===== config.mk =====
export PLATFORM = sky130hd
export DESIGN_NAME = multicycle_control_fsm
export DESIGN_NICKNAME = d
export VERILOG_FILES = /design/src/rtl/multicycle_control_fsm.sv
export SDC_FILE = /design/constraint.sdc
export NUM_CORES = 1
export LEC_CHECK = 0
export ABC_AREA = 1
export ABC_CLOCK_PERIOD_IN_PS = 1530
export BUFFER_PORTS_ARGS = -buffer_cell sky130_fd_sc_hd__buf_2
export CORE_MARGIN = 2
export CORE_UTILIZATION = 50
export CTS_CLUSTER_DIAMETER = 50
export DETAILED_ROUTE_END_ITERATION = 12
export GPL_TIMING_DRIVEN = 0
export PLACE_DENSITY = 0.82
export SYNTH_ARGS = -nofsm -noshare
export SYNTH_HDL_FRONTEND = slang
export SYNTH_SLANG_ARGS = --single-unit

===== constraint.sdc =====
create_clock -name clk -period 1.53 [get_ports clk]
set_input_delay 0.306 -clock clk [delete_from_list [all_inputs] [get_ports clk]]
set_output_delay 0.306 -clock clk [all_outputs]
set_load 0.01 [all_outputs]

===== src/rtl/multicycle_control_fsm.sv =====
// rtl/multicycle_control_fsm.sv - multi-cycle CPU sequencing controller (optional perf counters: MC_PERF_CNT_EN)
// Registered state, combinational strobes; traps on illegal opcode or memory timeout.
module multicycle_control_fsm #(
  parameter int TIMEOUT_CYCLES = 255,
  parameter int TW             = 8
) (
  input  logic       clk,
  input  logic       rst_n,
  input  logic [5:0] op,
  input  logic       zero,
  input  logic       mem_ready,
  output logic       mem_req,
  output logic       mem_we,
  output logic       pc_we,
  output logic [1:0] pc_src,
  output logic       ir_we,
  output logic       reg_we,
  output logic       reg_dst_ra,
  output logic       alu_src_imm,
  output logic [2:0] state,
  output logic       trap,
  output logic [1:0] trap_cause
`ifdef MC_PERF_CNT_EN
  ,
  output logic [31:0] cycle_cnt,
  output logic [31:0] instr_cnt
`endif
);

  localparam logic [2:0] S_IDLE   = 3'd0;
  localparam logic [2:0] S_FETCH  = 3'd1;
  localparam logic [2:0] S_DECODE = 3'd2;
  localparam logic [2:0] S_EXEC   = 3'd3;
  localparam logic [2:0] S_MEM    = 3'd4;
  localparam logic [2:0] S_WB     = 3'd5;
  localparam logic [2:0] S_TRAP   = 3'd7;

  localparam logic [5:0] OP_R    = 6'b000000;
  localparam logic [5:0] OP_ADDI = 6'b001000;
  localparam logic [5:0] OP_ANDI = 6'b001100;
  localparam logic [5:0] OP_ORI  = 6'b001101;
  localparam logic [5:0] OP_XORI = 6'b001110;
  localparam logic [5:0] OP_LUI  = 6'b001111;
  localparam logic [5:0] OP_LW   = 6'b100011;
  localparam logic [5:0] OP_SW   = 6'b101011;
  localparam logic [5:0] OP_BEQ  = 6'b000100;
  localparam logic [5:0] OP_BNE  = 6'b000101;
  localparam logic [5:0] OP_J    = 6'b000010;
  localparam logic [5:0] OP_JAL  = 6'b000011;

  localparam logic [1:0] CAUSE_ILLEGAL = 2'b01;
  localparam logic [1:0] CAUSE_TIMEOUT = 2'b10;
  localparam logic [TW-1:0] WAIT_LAST = TW'(TIMEOUT_CYCLES - 1);

  logic [2:0]    state_q, state_d;
  logic [TW-1:0] wait_q, wait_d;
  logic          trap_q, trap_d;
  logic [1:0]    cause_q, cause_d;
  logic          op_legal, op_imm;

  always_comb begin
    op_legal = 1'b0;
    op_imm   = 1'b0;
    case (op)
      OP_R, OP_BEQ, OP_BNE, OP_J, OP_JAL: op_legal = 1'b1;
      OP_ADDI, OP_ANDI, OP_ORI, OP_XORI, OP_LUI, OP_LW, OP_SW: begin
        op_legal = 1'b1;
        op_imm   = 1'b1;
      end
      default: ;
    endcase
  end

  always_comb begin
    state_d     = state_q;
    trap_d      = trap_q;
    cause_d     = cause_q;
    mem_req     = 1'b0;
    mem_we      = 1'b0;
    pc_we       = 1'b0;
    pc_src      = 2'd0;
    ir_we       = 1'b0;
    reg_we      = 1'b0;
    reg_dst_ra  = 1'b0;
    alu_src_imm = 1'b0;
    case (state_q)
      S_IDLE: state_d = S_FETCH;
      S_FETCH: begin
        mem_req = 1'b1;
        if (mem_ready) begin
          ir_we   = 1'b1;
          pc_we   = 1'b1;
          state_d = S_DECODE;
        end else if (wait_q == WAIT_LAST) begin
          state_d = S_TRAP;
          trap_d  = 1'b1;
          cause_d = CAUSE_TIMEOUT;
        end
      end
      S_DECODE: begin
        if (op == OP_J || op == OP_JAL) begin
          pc_we      = 1'b1;
          pc_src     = 2'd2;
          reg_we     = (op == OP_JAL);
          reg_dst_ra = (op == OP_JAL);
          state_d    = S_FETCH;
        end else if (!op_legal) begin
          state_d = S_TRAP;
          trap_d  = 1'b1;
          cause_d = CAUSE_ILLEGAL;
        end else begin
          state_d = S_EXEC;
        end
      end
      S_EXEC: begin
        alu_src_imm = op_imm;
        if (op == OP_BEQ || op == OP_BNE) begin
          pc_we   = (op == OP_BEQ) ? zero : ~zero;
          pc_src  = 2'd1;
          state_d = S_FETCH;
        end else if (op == OP_LW || op == OP_SW) begin
          state_d = S_MEM;
        end else begin
          state_d = S_WB;
        end
      end
      S_MEM: begin
        mem_req = 1'b1;
        mem_we  = (op == OP_SW);
        if (mem_ready) begin
          state_d = (op == OP_LW) ? S_WB : S_FETCH;
        end else if (wait_q == WAIT_LAST) begin
          state_d = S_TRAP;
          trap_d  = 1'b1;
          cause_d = CAUSE_TIMEOUT;
        end
      end
      S_WB: begin
        reg_we      = 1'b1;
        alu_src_imm = op_imm;
        state_d     = S_FETCH;
      end
      S_TRAP: state_d = S_TRAP;
      default: state_d = S_IDLE;
    endcase
  end

  // Counter only runs while a request is outstanding, so it is zero on every FETCH/MEM entry.
  always_comb begin
    wait_d = '0;
    if (mem_req && !mem_ready) wait_d = wait_q + 1'b1;
  end

  always_ff @(posedge clk or negedge rst_n) begin
    if (!rst_n) begin
      state_q <= S_IDLE;
      wait_q  <= '0;
      trap_q  <= 1'b0;
      cause_q <= 2'b00;
    end else begin
      state_q <= state_d;
      wait_q  <= wait_d;
      trap_q  <= trap_d;
      cause_q <= cause_d;
    end
  end

  assign state      = state_q;
  assign trap       = trap_q;
  assign trap_cause = cause_q;

`ifdef MC_PERF_CNT_EN
  logic [31:0] cycle_cnt_q, instr_cnt_q;
  logic        instr_done;

  assign instr_done = (state_d == S_FETCH) &&
                      (state_q == S_DECODE || state_q == S_EXEC ||
                       state_q == S_MEM || state_q == S_WB);

  always_ff @(posedge clk or negedge rst_n) begin
    if (!rst_n) begin
      cycle_cnt_q <= '0;
      instr_cnt_q <= '0;
    end else begin
      if (state_q != S_TRAP) cycle_cnt_q <= cycle_cnt_q + 32'd1;
      if (instr_done) instr_cnt_q <= instr_cnt_q + 32'd1;
    end
  end

  assign cycle_cnt = cycle_cnt_q;
  assign instr_cnt = instr_cnt_q;
`endif

endmodule


==> report_table.html <==
<table>
<tr><th>Metric</th><th>Value</th></tr>
<tr><th colspan="2">Clocking</th></tr>
<tr><td>Max Buffers Root-to-Sink</td><td>2</td></tr>
<tr><td>Reg clk slew, reported paths</td><td>80 ps</td></tr>
<tr><td>Cell at the root of the clock tree</td><td>sky130_fd_sc_hd__clkbuf_4</td></tr>
<tr><td>Later-pin clock latency in the skew report</td><td>270 ps</td></tr>
<tr><td>H-tree depth</td><td>1</td></tr>
<tr><td>Number of CTS-inserted buffers</td><td>3</td></tr>
<tr><td>Sinks on Clock Net</td><td>14</td></tr>
<tr><td>TritonCTS clock tree</td><td>done</td></tr>
<tr><th colspan="2">Pwr</th></tr>
<tr><td>Total Power</td><td>0.00195 W</td></tr>
<tr><td>P_leak</td><td>0.643 nW</td></tr>
<tr><td>Total power per unit cell area</td><td>1520 nW/um^2</td></tr>
<tr><td>Max VDD drop</td><td>1.07 mV</td></tr>
<tr><th colspan="2">Floorplan</th></tr>
<tr><td>Standard-cell row count</td><td>15</td></tr>
<tr><td>Boundary pin count</td><td>25</td></tr>
<tr><td>Horizontal extent of the die</td><td>46.9 um</td></tr>
<tr><td>Effective utilization at floorplan</td><td>53.2%</td></tr>
<tr><td>Die Span Y</td><td>around 47 um</td></tr>
<tr><td>Die area</td><td>2200 um^2</td></tr>
<tr><td>Core outline area</td><td>1730 um^2</td></tr>
<tr><th colspan="2">Final layout</th></tr>
<tr><td>Share of layout cells above drive strength 1</td><td>35.8%</td></tr>
<tr><td>Final net count</td><td>179</td></tr>
<tr><td>Fillcell total</td><td>114</td></tr>
<tr><td>Area added between synthesis and finish</td><td>40.5%</td></tr>
<tr><td>Number of diodes</td><td>0</td></tr>
<tr><td>Non-filler cells in the finished layout</td><td>190</td></tr>
<tr><th colspan="2">GRT</th></tr>
<tr><td>Largest net degree at the start of global routing</td><td>15</td></tr>
<tr><td>Wire length of the first global-routing pass</td><td>3.50 mm</td></tr>
<tr><td>Number of antenna violations at the first check in global routing</td><td>0</td></tr>
<tr><td>GRT Residual Overflow</td><td>0</td></tr>
<tr><td>Vias in the first global route</td><td>813</td></tr>
<tr><td>Overall routing resource usage</td><td>22.9%</td></tr>
<tr><th colspan="2">Route</th></tr>
<tr><td>Vias/cell</td><td>5.39</td></tr>
<tr><td>Via count</td><td>1,024</td></tr>
<tr><td>DRC viols</td><td>0</td></tr>
<tr><td>Antenna Violating Nets Remaining</td><td>0</td></tr>
<tr><td>Number of DRC violations after detailed-routing iteration 0</td><td>39</td></tr>
<tr><td>Routed length per instance</td><td>13.5 um</td></tr>
<tr><td>WL final</td><td>2.56 mm</td></tr>
<tr><td>Number of detailed-routing iterations run before antenna repair</td><td>5</td></tr>
<tr><th colspan="2">Place</th></tr>
<tr><td>Final GP Congestion</td><td>0.892</td></tr>
<tr><td>Number of buffers inserted by port buffering</td><td>24</td></tr>
<tr><td>Worst-case setup slack after placement</td><td>-131 ps</td></tr>
<tr><td>Placed cell count</td><td>174</td></tr>
<tr><td>Half-perimeter wire length after detailed placement</td><td>1.54 mm</td></tr>
<tr><th colspan="2">Worst setup path</th></tr>
<tr><td>Max stage delay cell, worst path</td><td>sky130_fd_sc_hd__dfrtp_2</td></tr>
<tr><td>Setup Crit Path Kind</td><td>flop to output port</td></tr>
<tr><td>WP data required</td><td>1220 ps</td></tr>
<tr><td>Critical Path, Cell by Cell</td><td>buf_4 -&gt; nor2_4 -&gt; buf_4 -&gt; o22ai_1 -&gt; inv_1 -&gt; buf_2</td></tr>
<tr><td>Signal arrival time at the worst endpoint</td><td>roughly 1500 ps</td></tr>
<tr><td>Critical path fanouts, max</td><td>6</td></tr>
<tr><td>Cell repeated most along the worst path</td><td>sky130_fd_sc_hd__buf_4</td></tr>
<tr><td>Worst Setup Start Kind</td><td>flop</td></tr>
<tr><td>Longest individual stage delay on the worst path</td><td>470 ps</td></tr>
<tr><td>Cell family with most CP delay</td><td>buffers and inverters</td></tr>
<tr><td>Type of destination of the critical path</td><td>output port</td></tr>
<tr><td>Crit path buf inv count</td><td>4</td></tr>
<tr><th colspan="2">Timing</th></tr>
<tr><td>Fin worst setup slack</td><td>-265 ps</td></tr>
<tr><td>Final setup violation count</td><td>11</td></tr>
<tr><td>Hold WS</td><td>around 420 ps</td></tr>
<tr><td>Fin. Hold Viols</td><td>0</td></tr>
<tr><td>Max frequency</td><td>557 MHz</td></tr>
<tr><td>Ratio of final minimum period to clock period</td><td>117%</td></tr>
<tr><td>Final-report max-slew violation count</td><td>0</td></tr>
<tr><td>RSZ-0062 raised after global routing</td><td>yes</td></tr>
<tr><td>Actual transition at the worst max-transition pin</td><td>around 360 ps</td></tr>
<tr><td>Final worst path period need</td><td>approximately 1800 ps</td></tr>
<tr><td>Clock Skews</td><td>4.60 ps</td></tr>
<tr><td>Max-slew headroom</td><td>76.2%</td></tr>
<tr><th colspan="2">Synth</th></tr>
<tr><td>Mapped Cells</td><td>125</td></tr>
<tr><td>Synth area leaders</td><td>sky130_fd_sc_hd__dfrtp_1, sky130_fd_sc_hd__nand2_1, sky130_fd_sc_hd__nor2_1</td></tr>
<tr><td>Seq/Total Area, Yosys</td><td>38.1%</td></tr>
<tr><td>Nets in the synthesized netlist</td><td>137</td></tr>
<tr><td>Share of Yosys cell area claimed by the top area cell type</td><td>38.1%</td></tr>
<tr><td>Largest area contributor in the netlist</td><td>sky130_fd_sc_hd__dfrtp_1</td></tr>
<tr><td>Warning count from the yosys run</td><td>0</td></tr>
<tr><td>Netlist Area Pre-Place</td><td>slightly above 900 um^2</td></tr>
<tr><td>Cell variety after synth</td><td>24</td></tr>
<tr><td>Mean area per synthesized cell</td><td>7.35 um^2</td></tr>
<tr><td>Flop and latch count out of synthesis</td><td>14</td></tr>
<tr><th colspan="2">Hold path</th></tr>
<tr><td>Classification of the worst-slack hold path</td><td>input pin to flop</td></tr>
<tr><th colspan="2">Status</th></tr>
<tr><td>Run status</td><td>finished with violations</td></tr>
<tr><td>Violated checks</td><td>setup timing</td></tr>
<tr><th colspan="2">Flow run</th></tr>
<tr><td>Max cap viols</td><td>0</td></tr>
</table>
[layout make-up]
class / instances / area [um^2] / area share (%)
flip-flops and latches: 14 / 354 / 27.4
well taps: 25 / 31.3 / 2.42
clock buffers: 3 / 22.5 / 1.75
repair buffers: 37 / 244 / 18.9
inverters: 17 / 68.8 / 5.33
multi-input cells: 94 / 569 / 44.1
[routing by layer]
metal	vias up	wire length, um	part of all wire [%]	track usage, %
met4	0	12	0.47	3.33
met2	49	1280	50	37.3
met5	-	0	0	0
met3	3	221	8.6	6.92
li1	489	-	-	-
met1	483	1050	41	30.9
[power by group]
part	internal (W)	total, W	leakage [nW]	switching [W]
Sequential	0.000457	0.000586	0.177	0.000129
Clock	0.0000912	0.000197	0.0138	0.000106
Combinational	0.000538	0.00117	0.452	0.000634
Total	0.00109	0.00195	0.643	0.000868
[state kept, by name, indices dropped and copies added (netlist names)]
| name | cells |
|---|---|
| state | 3 |
| wait_q | 8 |
| trap | 1 |
| trap_cause | 2 |
[kinds of logic (layout without fill, tap and decap cells)]
group	count (synthesis)	after routing	share of synthesized area (%)
flip-flops	14	14	38.1
buffers and inverters	17	57	6.95
XOR/XNOR	3	3	2.86
AO/OA/AOI/OAI	11	11	9.27
AND/OR/NAND/NOR	78	78	40.1
adder cells (fa/ha/maj)	2	2	2.72
[path summary, 6_finish.rpt]
kind | start | to | slack [ps] | cells after the start
hold / removal | mem_ready | state[1] | 420 | 4
max in group asynchronous | rst_n | state[0] | 820 | 2
setup reg to reg | state[1] | trap_cause[1] | -50 | 11
min in group asynchronous | rst_n | state[2] | 460 | 2
hold reg to reg | trap_cause[0] | trap_cause[0] | 480 | 2
setup / recovery | state[2] | alu_src_imm | -270 | 6
[worst register-to-register path: stages (launching register included)]
cell                      delay, ps
sky130_fd_sc_hd__dfrtp_2        460
sky130_fd_sc_hd__inv_4          100
sky130_fd_sc_hd__buf_6          110
sky130_fd_sc_hd__nand3_4         80
sky130_fd_sc_hd__buf_6          130
sky130_fd_sc_hd__nand2_4         60
sky130_fd_sc_hd__buf_6          120
sky130_fd_sc_hd__nand2_8         60
sky130_fd_sc_hd__o21ai_4        150
sky130_fd_sc_hd__nand2_2         80
sky130_fd_sc_hd__nand2_1         70
sky130_fd_sc_hd__nand2_1         50
[synthesized netlist by cell type]
cell / number
sky130_fd_sc_hd__nand2_1: 25
sky130_fd_sc_hd__nor2_1: 22
sky130_fd_sc_hd__inv_1: 15
sky130_fd_sc_hd__dfrtp_1: 14
sky130_fd_sc_hd__nand3_1: 14
sky130_fd_sc_hd__a21oi_1: 4
sky130_fd_sc_hd__nor3_1: 3
sky130_fd_sc_hd__nor3b_1: 3
sky130_fd_sc_hd__xnor2_1: 3
sky130_fd_sc_hd__ha_1: 2
sky130_fd_sc_hd__inv_2: 2
sky130_fd_sc_hd__nand2_2: 2
sky130_fd_sc_hd__nand2_4: 2
sky130_fd_sc_hd__nand4_1: 2
sky130_fd_sc_hd__o21ai_0: 2
sky130_fd_sc_hd__o22ai_1: 2
sky130_fd_sc_hd__nand3b_1: 1
sky130_fd_sc_hd__nor2_2: 1
sky130_fd_sc_hd__nor3_2: 1
sky130_fd_sc_hd__nor4_1: 1
sky130_fd_sc_hd__o211ai_1: 1
sky130_fd_sc_hd__o21ai_4: 1
sky130_fd_sc_hd__o21bai_4: 1
sky130_fd_sc_hd__or2_1: 1
[placed cells by master (no fill, tap or decap), drive strengths merged, types with 2 or more instances in the layout]
cell	n
nand4	2
inv	17
xnor2	3
dfrtp	14
buf	36
a21oi	4
nor3	4
nor2	23
o21ai	3
nor3b	3
o22ai	2
nand3	14
ha	2
clkbuf	3
nand2	29
[metrics by stage]
stage / utilization, % / cell area [um^2] / TNS (ps)
floorplan: - / 923 / 0
detailed placement: 62.2 / 1070 / -322
finish: 74.7 / 1290 / -1460
CTS: 71.2 / 1230 / -1220
global route: 74.7 / 1290 / -2220
global placement: 62.2 / 1070 / -113
[repair_timing]
item,in CTS,in global routing
pin swaps,4,3
setup endpoints to repair,9,12
endpoints found under the hold margin,14,0
cloned,0,0
resized for setup,17,8
hold buffers,1,0
setup buffers,7,6
No activity file was read; power rests on OpenSTA's default activity.
